<file path="config.mk">
export PLATFORM = sky130hd
export DESIGN_NAME = gpio_debounce
export DESIGN_NICKNAME = d
export VERILOG_FILES = /design/src/rtl/gpio_debounce.sv
export SDC_FILE = /design/constraint.sdc
export NUM_CORES = 1
export LEC_CHECK = 0
export CAP_MARGIN = 20
export CORE_MARGIN = 1.5
export CORE_UTILIZATION = 30
export CTS_BUF_LIST = sky130_fd_sc_hd__clkbuf_2 sky130_fd_sc_hd__clkbuf_4 sky130_fd_sc_hd__clkbuf_8
export DETAILED_ROUTE_END_ITERATION = 10
export MAX_ROUTING_LAYER = met4
export PLACE_DENSITY = 0.6
export SLEW_MARGIN = 10
export SYNTH_ARGS = -nofsm -noshare
export SYNTH_HDL_FRONTEND = slang
export SYNTH_SLANG_ARGS = --single-unit
</file>
<file path="constraint.sdc">
create_clock -name clk_i -period 2.9 [get_ports clk_i]
set_clock_uncertainty 0.15 [all_clocks]
set_input_delay 0.725 -clock clk_i [delete_from_list [all_inputs] [get_ports clk_i]]
set_output_delay 0.725 -clock clk_i [all_outputs]
set_load 0.005 [all_outputs]
</file>
<file path="src/rtl/gpio_debounce.sv">
// Pad input conditioning: 2-flop synchronizer, shared sample-tick prescaler,
// per-bit consecutive-sample debouncer with registered rise/fall/change pulses.
module gpio_debounce #(
  parameter int WIDTH          = 32,
  parameter int PRESC          = 1000,
  parameter int STABLE_SAMPLES = 4
) (
  input  logic             clk_i,
  input  logic             rst_i,
  input  logic [WIDTH-1:0] pins_i,
  output logic [WIDTH-1:0] gpio_bi_o,
  output logic [WIDTH-1:0] rise_o,
  output logic [WIDTH-1:0] fall_o,
  output logic             change_o,
  output logic             tick_o
);

  localparam int PW = (PRESC > 1) ? $clog2(PRESC) : 1;
  localparam int CW = $clog2(STABLE_SAMPLES + 1);
  localparam logic [PW-1:0] PCNT_LAST = PW'(PRESC - 1);
  localparam logic [CW-1:0] CNT_LAST  = CW'(STABLE_SAMPLES - 1);

  logic [WIDTH-1:0] s1_q, s1_d;
  logic [WIDTH-1:0] s2_q, s2_d;
  logic [PW-1:0]    pcnt_q, pcnt_d;
  logic [CW-1:0]    cnt_q [WIDTH];
  logic [CW-1:0]    cnt_d [WIDTH];
  logic [WIDTH-1:0] stable_q, stable_d;
  logic [WIDTH-1:0] rise_q, rise_d;
  logic [WIDTH-1:0] fall_q, fall_d;
  logic             change_q, change_d;
  logic             tick;

  always_comb begin
    s1_d     = pins_i;
    s2_d     = s1_q;
    tick     = (pcnt_q == PCNT_LAST);
    pcnt_d   = tick ? '0 : pcnt_q + PW'(1);
    stable_d = stable_q;
    rise_d   = '0;
    fall_d   = '0;
    cnt_d    = cnt_q;
    if (tick) begin
      for (int i = 0; i < WIDTH; i++) begin
        // Any sample matching the accepted level restarts the run of differing samples.
        if (s2_q[i] == stable_q[i]) begin
          cnt_d[i] = '0;
        end else if (cnt_q[i] == CNT_LAST) begin
          stable_d[i] = s2_q[i];
          cnt_d[i]    = '0;
          rise_d[i]   = s2_q[i];
          fall_d[i]   = ~s2_q[i];
        end else begin
          cnt_d[i] = cnt_q[i] + CW'(1);
        end
      end
    end
    change_d = |(rise_d | fall_d);
  end

  always_ff @(posedge clk_i) begin
    if (rst_i) begin
      s1_q     <= '0;
      s2_q     <= '0;
      pcnt_q   <= '0;
      stable_q <= '0;
      rise_q   <= '0;
      fall_q   <= '0;
      change_q <= 1'b0;
      for (int i = 0; i < WIDTH; i++) cnt_q[i] <= '0;
    end else begin
      s1_q     <= s1_d;
      s2_q     <= s2_d;
      pcnt_q   <= pcnt_d;
      stable_q <= stable_d;
      rise_q   <= rise_d;
      fall_q   <= fall_d;
      change_q <= change_d;
      for (int i = 0; i < WIDTH; i++) cnt_q[i] <= cnt_d[i];
    end
  end

  assign gpio_bi_o = stable_q;
  assign rise_o    = rise_q;
  assign fall_o    = fall_q;
  assign change_o  = change_q;
  assign tick_o    = tick;

endmodule

</file>
== Word-level counts from Yosys, hierarchy flattened ==
Cells that the tools add are included.
W data, S select, Z words.
Word-level totals
  register bits: 267
  latch bits: 0
  memory bits (writable): 0
  ROM bits: 0
  bits of input ports: 34
  output and inout port bits: 98
  word-level logic and storage cells: 461
  memories: 0
Cells by class
  add/subtract/negate cells: 33
  multiply operators: 0
  divide/modulo/power cells: 0
  $lt $le $gt $ge: 0
  equality and inequality tests: 65
  shift-type cells: 0
  muxes and demuxes: 194
  bitwise operators: 65
  reductions and logical operators: 34
Operator list (count)
  $mux W3: 64
  $mux W1: 128
  $add A3 B1 Y3 const B: 32
  $eq A3 B2 Y1 const B: 32
  $reduce_and A3 Y1: 32
  $mux W32: 2
  $not A1 Y1: 64
  $eq A1 B1 Y1: 32
  $or A32 B32 Y32: 1
  $reduce_or A32 Y1: 1
  $add A10 B1 Y10 const B: 1
  $eq A10 B10 Y1 const B: 1
  $reduce_or A2 Y1: 1

== Logic depth before layout (Yosys ltp) ==
Gate-level depths: netlist of the first run.
  word-level depth: 6
  depth in mapped cells: 9
  gate-level depth less buffers: 7

== Worst setup path after synthesis of the first run ==
OpenSTA, ideal clock, no wires.
  path type: register to output
  from: reg pcnt_q[0]
  to: out tick_o
  arrival time: 1.402 ns
  required time: 2.025 ns
  slack: 0.623 ns
  cell stages (with the launch flop): 7
  path buffers: 2
  cell sequence: dfxtp_1 -> ha_1 -> nand4b_1 -> or3_1 -> buf_2 -> inv_2 -> buf_2
On the way
  word-level cells in the longest chain between the ends: 1
RTL lines
  start: declaration: RTL line 25  | logic [PW-1:0] pcnt_q, pcnt_d;
  start signal: assignment: RTL line 74  | pcnt_q <= pcnt_d;
  $eq A10 B10 Y1: RTL line 37  | tick = (pcnt_q == PCNT_LAST);
  end: declaration: RTL line 15  | output logic tick_o
Every way passes these cells.

== Final worst setup path of the first run ==
  from: reg pcnt_q[1]
  to: out tick_o
Same word-level chain as after synthesis.

==> results of run 1 <==
-- final cells by class --
class | instances | area, sq um
fill | 3230 | 19900
sequential | 267 | 5350
multi-input combinational | 720 | 4490
timing repair buffer | 144 | 1460
clock buffer | 72 | 916
tap | 442 | 553
clock inverter | 11 | 108
inverter | 2 | 12.5
-- registers in the layout, indices dropped and copies added, names as in the netlist --
| signal | cells |
|---|---|
| cnt_q | 96 |
| fall_o | 32 |
| gpio_bi_o | 32 |
| rise_o | 32 |
| s1_q | 32 |
| s2_q | 32 |
| pcnt_q | 10 |
| change_o | 1 |
-- cells in the final DEF (no fill, tap or decap), drive strengths merged, types with 41 or more instances in the layout --
| master | netlist | routed |
|---|---|---|
| a21oi | 91 | 91 |
| clkbuf | 29 | 72 |
| clkdlybuf4s50 | 0 | 129 |
| dfxtp | 267 | 267 |
| nand2 | 85 | 85 |
| nand3 | 41 | 41 |
| nor2 | 123 | 123 |
| nor2b | 79 | 79 |
| o21ai | 49 | 49 |
-- layer usage --
layer  wire length (um)  vias up  track usage
met4                586        0       0.0474
met1              10300     3526        0.164
li1                   -     3834            -
met2              10200      148        0.214
met3               1320       58       0.0315
met5                  0        -            -
-- power by group --
part	internal (mW)	leakage [nW]	total, mW	switching (mW)
Sequential	3.71	2.17	3.74	0.0292
Clock	2.18	0.546	3.70	1.51
Combinational	0.0927	2.14	0.177	0.0843
Total	5.99	4.85	7.62	1.63
-- worst max path at each step --
stage	cells past startpoint	end	start	slack, ns
3_5_place_dp	5	tick_o	pcnt_q[0]	0.32
3_3_place_gp	5	tick_o	pcnt_q[0]	0.34
6_report	5	tick_o	pcnt_q[1]	0.19
2_1_floorplan	6	tick_o	pcnt_q[0]	0.62
5_1_grt	5	tick_o	pcnt_q[1]	0.10
4_1_cts	5	tick_o	pcnt_q[1]	0.16
-- metrics by stage --
stage | util | hold WS, ns
6_report | 0.393 | 0.283
5_1_grt | 0.393 | 0.298
4_1_cts | 0.393 | 0.285
3_5_place_dp | 0.361 | 0.274
3_3_place_gp | 0.361 | 0.268
2_1_floorplan | - | 0.264
-- worst max-delay path, delay by kind of cell (launching register included) --
family | cells | cell delay [ns]
adders and majority gates | 1 | 0.14
and+or+nand+nor | 2 | 0.50
DFF | 1 | 0.36
buffers and inverters | 2 | 0.30
-- cell families (layout without fill, tap and decap cells) --
| logic type | after synthesis | in the layout | synth area share |
|---|---|---|---|
| adder cells (fa/ha/maj) | 33 | 33 | 0.0410 |
| buffers and inverters | 54 | 229 | 0.0257 |
| AND/OR/NAND/NOR | 500 | 500 | 0.292 |
| AO/OA/AOI/OAI | 142 | 142 | 0.0709 |
| multiplexers | 7 | 7 | 0.00695 |
| flip-flops | 267 | 267 | 0.530 |
| XOR/XNOR | 38 | 38 | 0.0330 |
-- what timing repair did --
action                     4_1_cts  5_1_grt
setup endpoints to repair        1        0
gates resized for setup          7        0
hold endpoints to repair         0        0
buffers inserted                 2        0
==> impl_summary.txt, run 1 <==
----------------------------------------------------
[GRT]
  Via count of the first global-routing pass ... 7254
  Antenna violations before repair ... 0
  Tot GR Track Use ... 0.133
  Remaining global-route overflow ... 0
  Pin count of the biggest net entering global routing ... 100
  Global-route wire length before repair ... 36.2 mm

[Worst setup path]
  Worst Reg2Reg Path Length in Cells ... 9
  Signal arrival time at the worst endpoint ... 1.84 ns
  Nature of the critical path startpoint ... flip-flop
  Delay of the slowest cell on the worst path ... 0.40 ns
  Crit-path slowest cell ... sky130_fd_sc_hd__or3_4
  Critical Path RT ... 2.03 ns
  Highest net fanout along the worst path ... 3
  Ordered list of cells on the worst path ... ha_4 > nand4b_1 > or3_4 > clkinv_4 > dlygate4sd2_1
  Reg2Reg Launch Point ... pcnt_q[1]
  Worst setup path category ... reg -> out
  Flop2flop setup slack ... 0.48 ns
  Endpoint type of the worst setup path ... output port
  Reg2Reg Capture Point ... cnt_q[0]

[Clocking]
  Worst skew pair latency ... 0.54 ns
  Number of clock sinks ... 267
  Clock Pin Slew Worst Setup and Hold Paths ... 0.06 ns
  Level count of the clock H-tree ... 2
  Hold-fix buffer count after cts ... 0
  TritonCTS clock tree ... yes
  Number of buffers on the longest clock path ... 3
  Master cell of the clock root buffer ... sky130_fd_sc_hd__clkbuf_8
  CTS buffer count ... 46

[Yosys]
  Most used standard cell by instance count after synthesis ... sky130_fd_sc_hd__dfxtp_1
  Dominant cell type by area after synthesis ... sky130_fd_sc_hd__dfxtp_1
  Cells after Synth ... 1041
  Fraction of synthesized cell area taken by the top area cell type ... 0.530
  Count of distinct cell types in the synthesized netlist ... 33
  Most common library cells after synthesis ... sky130_fd_sc_hd__dfxtp_1 (267), sky130_fd_sc_hd__nor2_1 (122), sky130_fd_sc_hd__a21oi_1 (91), sky130_fd_sc_hd__nand2_1 (85), sky130_fd_sc_hd__nor2b_1 (79)
  Number of register bits inferred by synthesis ... 267
  Post-synthesis cell area ... 0.0101 sq mm
  Most area-consuming cells after synthesis ... sky130_fd_sc_hd__dfxtp_1 (53%), sky130_fd_sc_hd__nor2b_1 (4.9%), sky130_fd_sc_hd__nor2_1 (4.5%)
  Post-synthesis sequential area ratio ... 0.530
  Syn Nets ... 1108
  Fraction of registers with async set/reset ... 0
  Most instantiated flip-flop cell in the synthesis netlist ... sky130_fd_sc_hd__dfxtp_1
  Warnings from Yosys ... 0
  Avg Cell Area, Syn ... 9.68 sq um
  Number of synthesized flops with an enable pin ... 0

[Floorplan]
  Effective utilization at floorplan ... 0.307
  Placeable Area ... 0.0328 sq mm
  Die outline area ... 0.0347 sq mm
  Height of the chip ... 186 um
  Num rows ... 66
  Die width ... 186 um
  I/O pins ... 132

[Placement]
  IO buf count ... 131
  Routability cong. ... 0.719
  Worst-case setup slack after placement ... 0.320 ns
  HPWL after detailed placement ... 14.3 mm
  Standard cell area after detailed placement ... 0.0118 sq mm
  Placed cell count ... 1573

[Status]
  Status ... finished clean

[Drt]
  Via count ... 7566
  Residual DRC ... 0
  Initial DRC Count ... 353
  Detailed-routing iteration count for the pre-antenna-repair pass ... 4
  Final antenna-violating net count ... 0
  Total Routed Length ... 22.4 mm
  Routed wire length per instance ... 13.5 um
  Vias per cell ... 4.56

[Layout]
  Finished Layout Cells ... 1658
  Final std cell area, no fill ... 0.0129 sq mm
  Antenna fix cells ... 0
  Final-stage net count ... 1248
  Layout overhead on the synthesized area ... 27.9%
  Share of layout cells above drive strength 1 ... 0.110

[Timing]
  Setup violations, final ... 0
  Final critical-path required period ... 2.71 ns
  Maximum operating frequency ... 0.369 GHz
  Headroom to the max-slew limit ... 0.604
  Final total negative setup slack ... 0 ns
  Slew of the pin with the lowest slew margin ... 0.588 ns
  Setup repair after global routing missed its margin ... false
  Final WS setup ... 0.187 ns
  Final cycle utilization of the critical path ... 0.935
  Final hold violation count ... 0
  Slew Viols, Final ... 0

[Worst hold path]
  Startpoint of the lowest-slack hold path ... s1_q[17]
  Hold depth ... 1
  Hold path endpoint ... s2_q[17]
  Path class of the lowest-slack min-delay path ... reg -> reg

[Pwr]
  Areal power density over the cells ... 591 mW/mm^2
  Post-layout power ... 7.62 mW
  Lkg Pwr ... 4.85 nW
  Worst ir drop on vdd ... 279 uV

[Job]
  Maxcap violations ... 0

----------------------------------------------------
Note: power is estimated with default switching activity, not from simulation.
==> run 2: changes to the inputs <==
--- a/config.mk
+++ b/config.mk
@@ -6,10 +6,11 @@
 export NUM_CORES = 1
 export LEC_CHECK = 0
 export CAP_MARGIN = 20
-export CORE_MARGIN = 1.5
+export CORE_MARGIN = 3
 export CORE_UTILIZATION = 30
 export CTS_BUF_LIST = sky130_fd_sc_hd__clkbuf_2 sky130_fd_sc_hd__clkbuf_4 sky130_fd_sc_hd__clkbuf_8
 export DETAILED_ROUTE_END_ITERATION = 10
+export GPL_ROUTABILITY_DRIVEN = 1
 export MAX_ROUTING_LAYER = met4
 export PLACE_DENSITY = 0.6
 export SLEW_MARGIN = 10
==> impl_summary.txt, run 2 (synthesis gave the netlist of run 1 again) <==
----------------------------------------------------
[Pwr]
  Worst ir drop on vdd ... 369 uV (+32%)
  Sequential share of power ... 0.483 (-0.008)
  Int Power ... 6.14 mW (+2.5%)
  Part of the power in combinational logic ... 0.022 (about the same)
  Clock group share of total power ... 0.494 (+0.009)
  Net Switching ... 1.61 mW (-1.2%)
  Areal power density over the cells ... 602 mW/mm^2 (+1.8%)
  Sw Share ... 0.207 (-0.00616)
  Lkg Pwr ... 4.85 nW (-0.13%)

[Drt]
  Initial DRC Count ... 249 (-29%)
  Detailed-routing iteration count for the pre-antenna-repair pass ... 4 (unchanged)
  Final antenna-violating net count ... 0 (unchanged)
  Vias per cell ... 4.52 (-0.96%)
  Residual DRC ... 0 (unchanged)
  Via count ... 7471 (-1.3%)
  Total Routed Length ... 22.2 mm (-1.0%)
  Routed wire length per instance ... 13.4 um (-0.71%)

[GRT]
  Global-route wire length before repair ... 36.7 mm (+1.3%)
  Pin count of the biggest net entering global routing ... 121 (+21%)
  Via count of the first global-routing pass ... 7318 (+0.88%)
  Remaining global-route overflow ... 0 (unchanged)
  Tot GR Track Use ... 0.127 (-0.00660)
  Antenna violations before repair ... 0 (unchanged)

[Clocking]
  Clock Pin Slew Worst Setup and Hold Paths ... 0.06 ns (about the same)
  Number of clock sinks ... 267 (unchanged)
  TritonCTS clock tree ... yes
  CTS buffer count ... 46 (unchanged)
  Number of buffers on the longest clock path ... 3 (unchanged)
  Worst skew pair latency ... 0.54 ns (about the same)
  Level count of the clock H-tree ... 2 (unchanged)
  Master cell of the clock root buffer ... sky130_fd_sc_hd__clkbuf_8
  Hold-fix buffer count after cts ... 0 (unchanged)

[Status]
  Status ... finished clean

[Layout]
  Share of layout cells above drive strength 1 ... 0.107 (-0.00367)
  Most common cell after layout, fill and taps aside ... sky130_fd_sc_hd__dfxtp_1
  Final-stage net count ... 1243 (-0.40%)
  Most frequent cells in the layout ... sky130_fd_sc_hd__dfxtp_1 (265), sky130_fd_sc_hd__clkdlybuf4s50_1 (129), sky130_fd_sc_hd__nor2_1 (122)
  Flip-flop count of the largest register after layout ... 96 (unchanged)
  Sequential Area ... 0.00535 sq mm (about the same)
  Area of the multi-input gates ... 0.00449 sq mm (unchanged)
  Fillcell total ... 3288 (+1.8%)
  Most flops, register ... cnt_q
  Layout overhead on the synthesized area ... 27.8% (about the same)
  Antenna fix cells ... 0 (unchanged)
  Post-layout util ... 0.393 (about the same)

[Timing]
  Maximum operating frequency ... 0.364 GHz (-1.2%)
  Final cycle utilization of the critical path ... 0.947 (+0.0116)
  Setup repair after global routing missed its margin ... false
  Slew Viols, Final ... 0 (unchanged)
  Setup violations, final ... 0 (unchanged)
  Final critical-path required period ... 2.75 ns (+0.0336 ns)
  Final hold violation count ... 0 (unchanged)
  Slew of the pin with the lowest slew margin ... 1.04 ns (+0.453 ns)
  Headroom to the max-slew limit ... 0.306 (-0.298)
  Final total negative setup slack ... 0 ns (unchanged)
  Min Hold Slack ... 0.283 ns (+0.0000320 ns)

[Worst setup path]
  Endpoint type of the worst setup path ... output port
  Worst setup path category ... reg -> out
  Signal arrival time at the worst endpoint ... 1.87 ns (+0.03 ns)
  Nature of the critical path startpoint ... flip-flop
  Critical Path RT ... 2.03 ns (about the same)
  Highest net fanout along the worst path ... 5 (+2)

[Worst hold path]
  Path class of the lowest-slack min-delay path ... reg -> reg

[Floorplan]
  Die width ... 189 um (+1.6%)
  Effective utilization at floorplan ... 0.307 (unchanged)
  Die outline area ... 0.0358 sq mm (+3.2%)
  Num rows ... 66 (unchanged)
  Height of the chip ... 189 um (+1.6%)
  Placeable Area ... 0.0328 sq mm (unchanged)
  I/O pins ... 132 (unchanged)

[Placement]
  Routability cong. ... 0.700 (-2.6%)
  HPWL after detailed placement ... 14.4 mm (+0.12%)
  IO buf count ... 131 (unchanged)

[Job]
  Maxcap violations ... 0 (unchanged)

----------------------------------------------------
## run 2: timing repair
action	in CTS	in global routing
setup buffers	0	0
setup endpoints to repair	1	0
endpoints found under the hold margin	0	0
gates resized for setup	5	0
## run 2: final timing paths
path | start | end | cells after the start | slack (ns)
setup / recovery | pcnt_q[0] | tick_o | 5 | 0.15
hold / removal | s1_q[26] | s2_q[26] | 1 | 0.28
setup reg to reg | pcnt_q[0] | cnt_q[41] | 7 | 0.33
hold reg to reg | s1_q[26] | s2_q[26] | 1 | 0.28
## run 2: critical path, stage by stage (launching register included)
cell and delay (ns):
sky130_fd_sc_hd__dfxtp_2 0.37, sky130_fd_sc_hd__ha_4 0.16, sky130_fd_sc_hd__nand4b_1 0.10, sky130_fd_sc_hd__or3_4 0.36, sky130_fd_sc_hd__clkinv_2 0.06, sky130_fd_sc_hd__dlygate4sd2_1 0.27
## run 2: final cells by class
cell class,instances,share of cell area
flip-flops and latches,267,0.415
multi-input cells,720,0.349
repair buffers,139,0.109
clock buffers,74,0.0737
well taps,442,0.0429
clock inverters,9,0.00952
inverters,2,0.000680
## run 2: routing by layer
layer / GRT usage / vias to the layer above / routed length [um]
met2: 0.201 / 140 / 10300
met5: - / - / 0
met3: 0.0317 / 43 / 1170
met1: 0.159 / 3458 / 10300
li1: - / 3830 / -
met4: 0.0412 / 0 / 478
## run 2: power groups by stage
stage / Clock (mW) / Sequential, mW / Combinational (mW)
4_1_cts: 3.97 / 3.74 / 0.178
5_1_grt: 4.12 / 3.75 / 0.192
2_1_floorplan: 0 / 3.81 / 0.103
6_report: 3.83 / 3.75 / 0.174
3_5_place_dp: 0 / 3.82 / 0.175
3_3_place_gp: 0 / 3.82 / 0.175
## run 2: stage by stage
stage	total power, mW	cell area, sq um	setup slack (ns)	instances
after floorplan	3.92	10100	0.623	1041
after CTS	7.90	12900	0.112	1653
after global routing	8.06	12900	0.0267	1653
after global placement	4.00	11800	0.249	1570
final	7.75	12900	0.154	1653
after detailed placement	4.00	11800	0.201	1570
==> run 3: changes to the inputs <==
--- a/config.mk
+++ b/config.mk
@@ -13,7 +13,7 @@
 export GPL_ROUTABILITY_DRIVEN = 1
 export MAX_ROUTING_LAYER = met4
 export PLACE_DENSITY = 0.6
-export SLEW_MARGIN = 10
+export SLEW_MARGIN = 15
 export SYNTH_ARGS = -nofsm -noshare
 export SYNTH_HDL_FRONTEND = slang
 export SYNTH_SLANG_ARGS = --single-unit
==> results of run 3 <==
Same layout as run 2: the final DEF is identical, and so are final timing and power.
==> patch (settings of run 1) <==
`s1_q` and `s2_q` no longer have a reset.
--- a/src/rtl/gpio_debounce.sv
+++ b/src/rtl/gpio_debounce.sv
@@ -60,8 +60,6 @@
 
   always_ff @(posedge clk_i) begin
     if (rst_i) begin
-      s1_q     <= '0;
-      s2_q     <= '0;
       pcnt_q   <= '0;
       stable_q <= '0;
       rise_q   <= '0;
@@ -69,8 +67,6 @@
       change_q <= 1'b0;
       for (int i = 0; i < WIDTH; i++) cnt_q[i] <= '0;
     end else begin
-      s1_q     <= s1_d;
-      s2_q     <= s2_d;
       pcnt_q   <= pcnt_d;
       stable_q <= stable_d;
       rise_q   <= rise_d;
@@ -78,6 +74,11 @@
       change_q <= change_d;
       for (int i = 0; i < WIDTH; i++) cnt_q[i] <= cnt_d[i];
     end
+  end
+
+  always_ff @(posedge clk_i) begin
+    s1_q <= s1_d;
+    s2_q <= s2_d;
   end
 
   assign gpio_bi_o = stable_q;
Behaviour: no difference found for any inputs over 10 cycles, from zero or initial values and one cycle with rst_i high; that may be too few to reach the edited logic, so the function may still have changed.
==> patch against run 1 <==
Critical path type unchanged; sequential cell count did not move; routed wire length fell by 10%; maximum frequency rose by 0.24%; die area fell by 5.0%; synthesized area fell by 5.1%; cell area fell by 4.9%; total power fell by 1.8%; setup slack improved by 0.0066 ns.
==> patch: results (changes against run 1) <==
.. list-table::
   :header-rows: 1

   * - Metric
     - Value
   * - Status
     - finished, final reports clean
   * - GRT Total Usage
     - 12.6% (-0.71 points)
   * - RR Endpoint
     - cnt_q[47]
   * - Most numerous cell types in the synthesized netlist
     - 267 x dfxtp_1, 118 x nor2_1, 92 x a21oi_1
   * - Sum of net half-perimeters after detailed placement
     - 12800 microns (-11%)
   * - Total Die Area
     - 33000 sq um (-5.0%)
   * - Sequential cell area fraction in the yosys report
     - 55.9% (+2.8 points)
   * - Clock group total power
     - 3.58 mW (-3%)
   * - Final clock-cell share
     - 8.19% (+0.25 points)
   * - Post-detailed-routing wire length
     - 20200 microns (-10%)
   * - Post-CTS resize count
     - 5 (-2)
   * - Area post-placement
     - 11200 sq um (-5.0%)
   * - Iteration-0 DRC Markers
     - 293 (-17%)
   * - Max stage delay on crit path
     - 0.37 ns (-0.03 ns)
   * - WL met1
     - 9780 microns (-5.4%)
   * - Multiplexer area fraction after synthesis
     - 0.628% (-0.068 points)
   * - Sum of internal, switching and leakage power
     - 7.48 mW (-1.8%)
   * - XOR/XNOR share of the synthesized area
     - 3.48% (+0.18 points)
   * - Inst Count DP
     - 1465 (-6.9%)
   * - Slowest stage cell, crit path
     - dfxtp_2
   * - Worst hold path depth
     - 0 (-1)
   * - Fraction of the mapped netlist area in compound gates
     - 7.69% (+0.60 points)
   * - Relative slew margins
     - 31.0% (-29 points)
   * - Final-layout worst hold slack
     - 0.170 ns (-0.113 ns)
   * - Startpoint of the most critical register-to-register path
     - pcnt_q[0]
   * - Largest voltage drop on the vdd net
     - 306 uV (+9.4%)
   * - Detailed-route wire length per cell
     - 13.0 microns (-3.6%)
   * - Post-CTS setup-driven buffer insertion count
     - 0 (-2)
[patch: cell types whose count changed after synthesis, sizes merged, moves of 2 or more]
cell / delta
nor4b: -2
nor3b: +2
clkbuf: -6
o21ai: +2
nand2: -2
nor2b: -62
nand3: +2
nor2: -4
nand4b: -2
[patch: cell families after synthesis]
group	Yosys count
buffers and inverters	47
flip-flops	267
multiplexers	6
AO/OA/AOI/OAI	146
AND/OR/NAND/NOR	434
adder cells (fa/ha/maj)	33
XOR/XNOR	38
[patch: how the worst max path moves through the flow]
stage	slack [ns]	depth (start not counted)	startpoint	end
2_1_floorplan	0.62	6	pcnt_q[0]	tick_o
3_3_place_gp	0.26	7	pcnt_q[0]	cnt_q[71]
3_5_place_dp	0.20	7	pcnt_q[0]	cnt_q[56]
4_1_cts	0.15	5	pcnt_q[1]	tick_o
5_1_grt	0.08	5	pcnt_q[0]	tick_o
6_report	0.19	5	pcnt_q[0]	tick_o
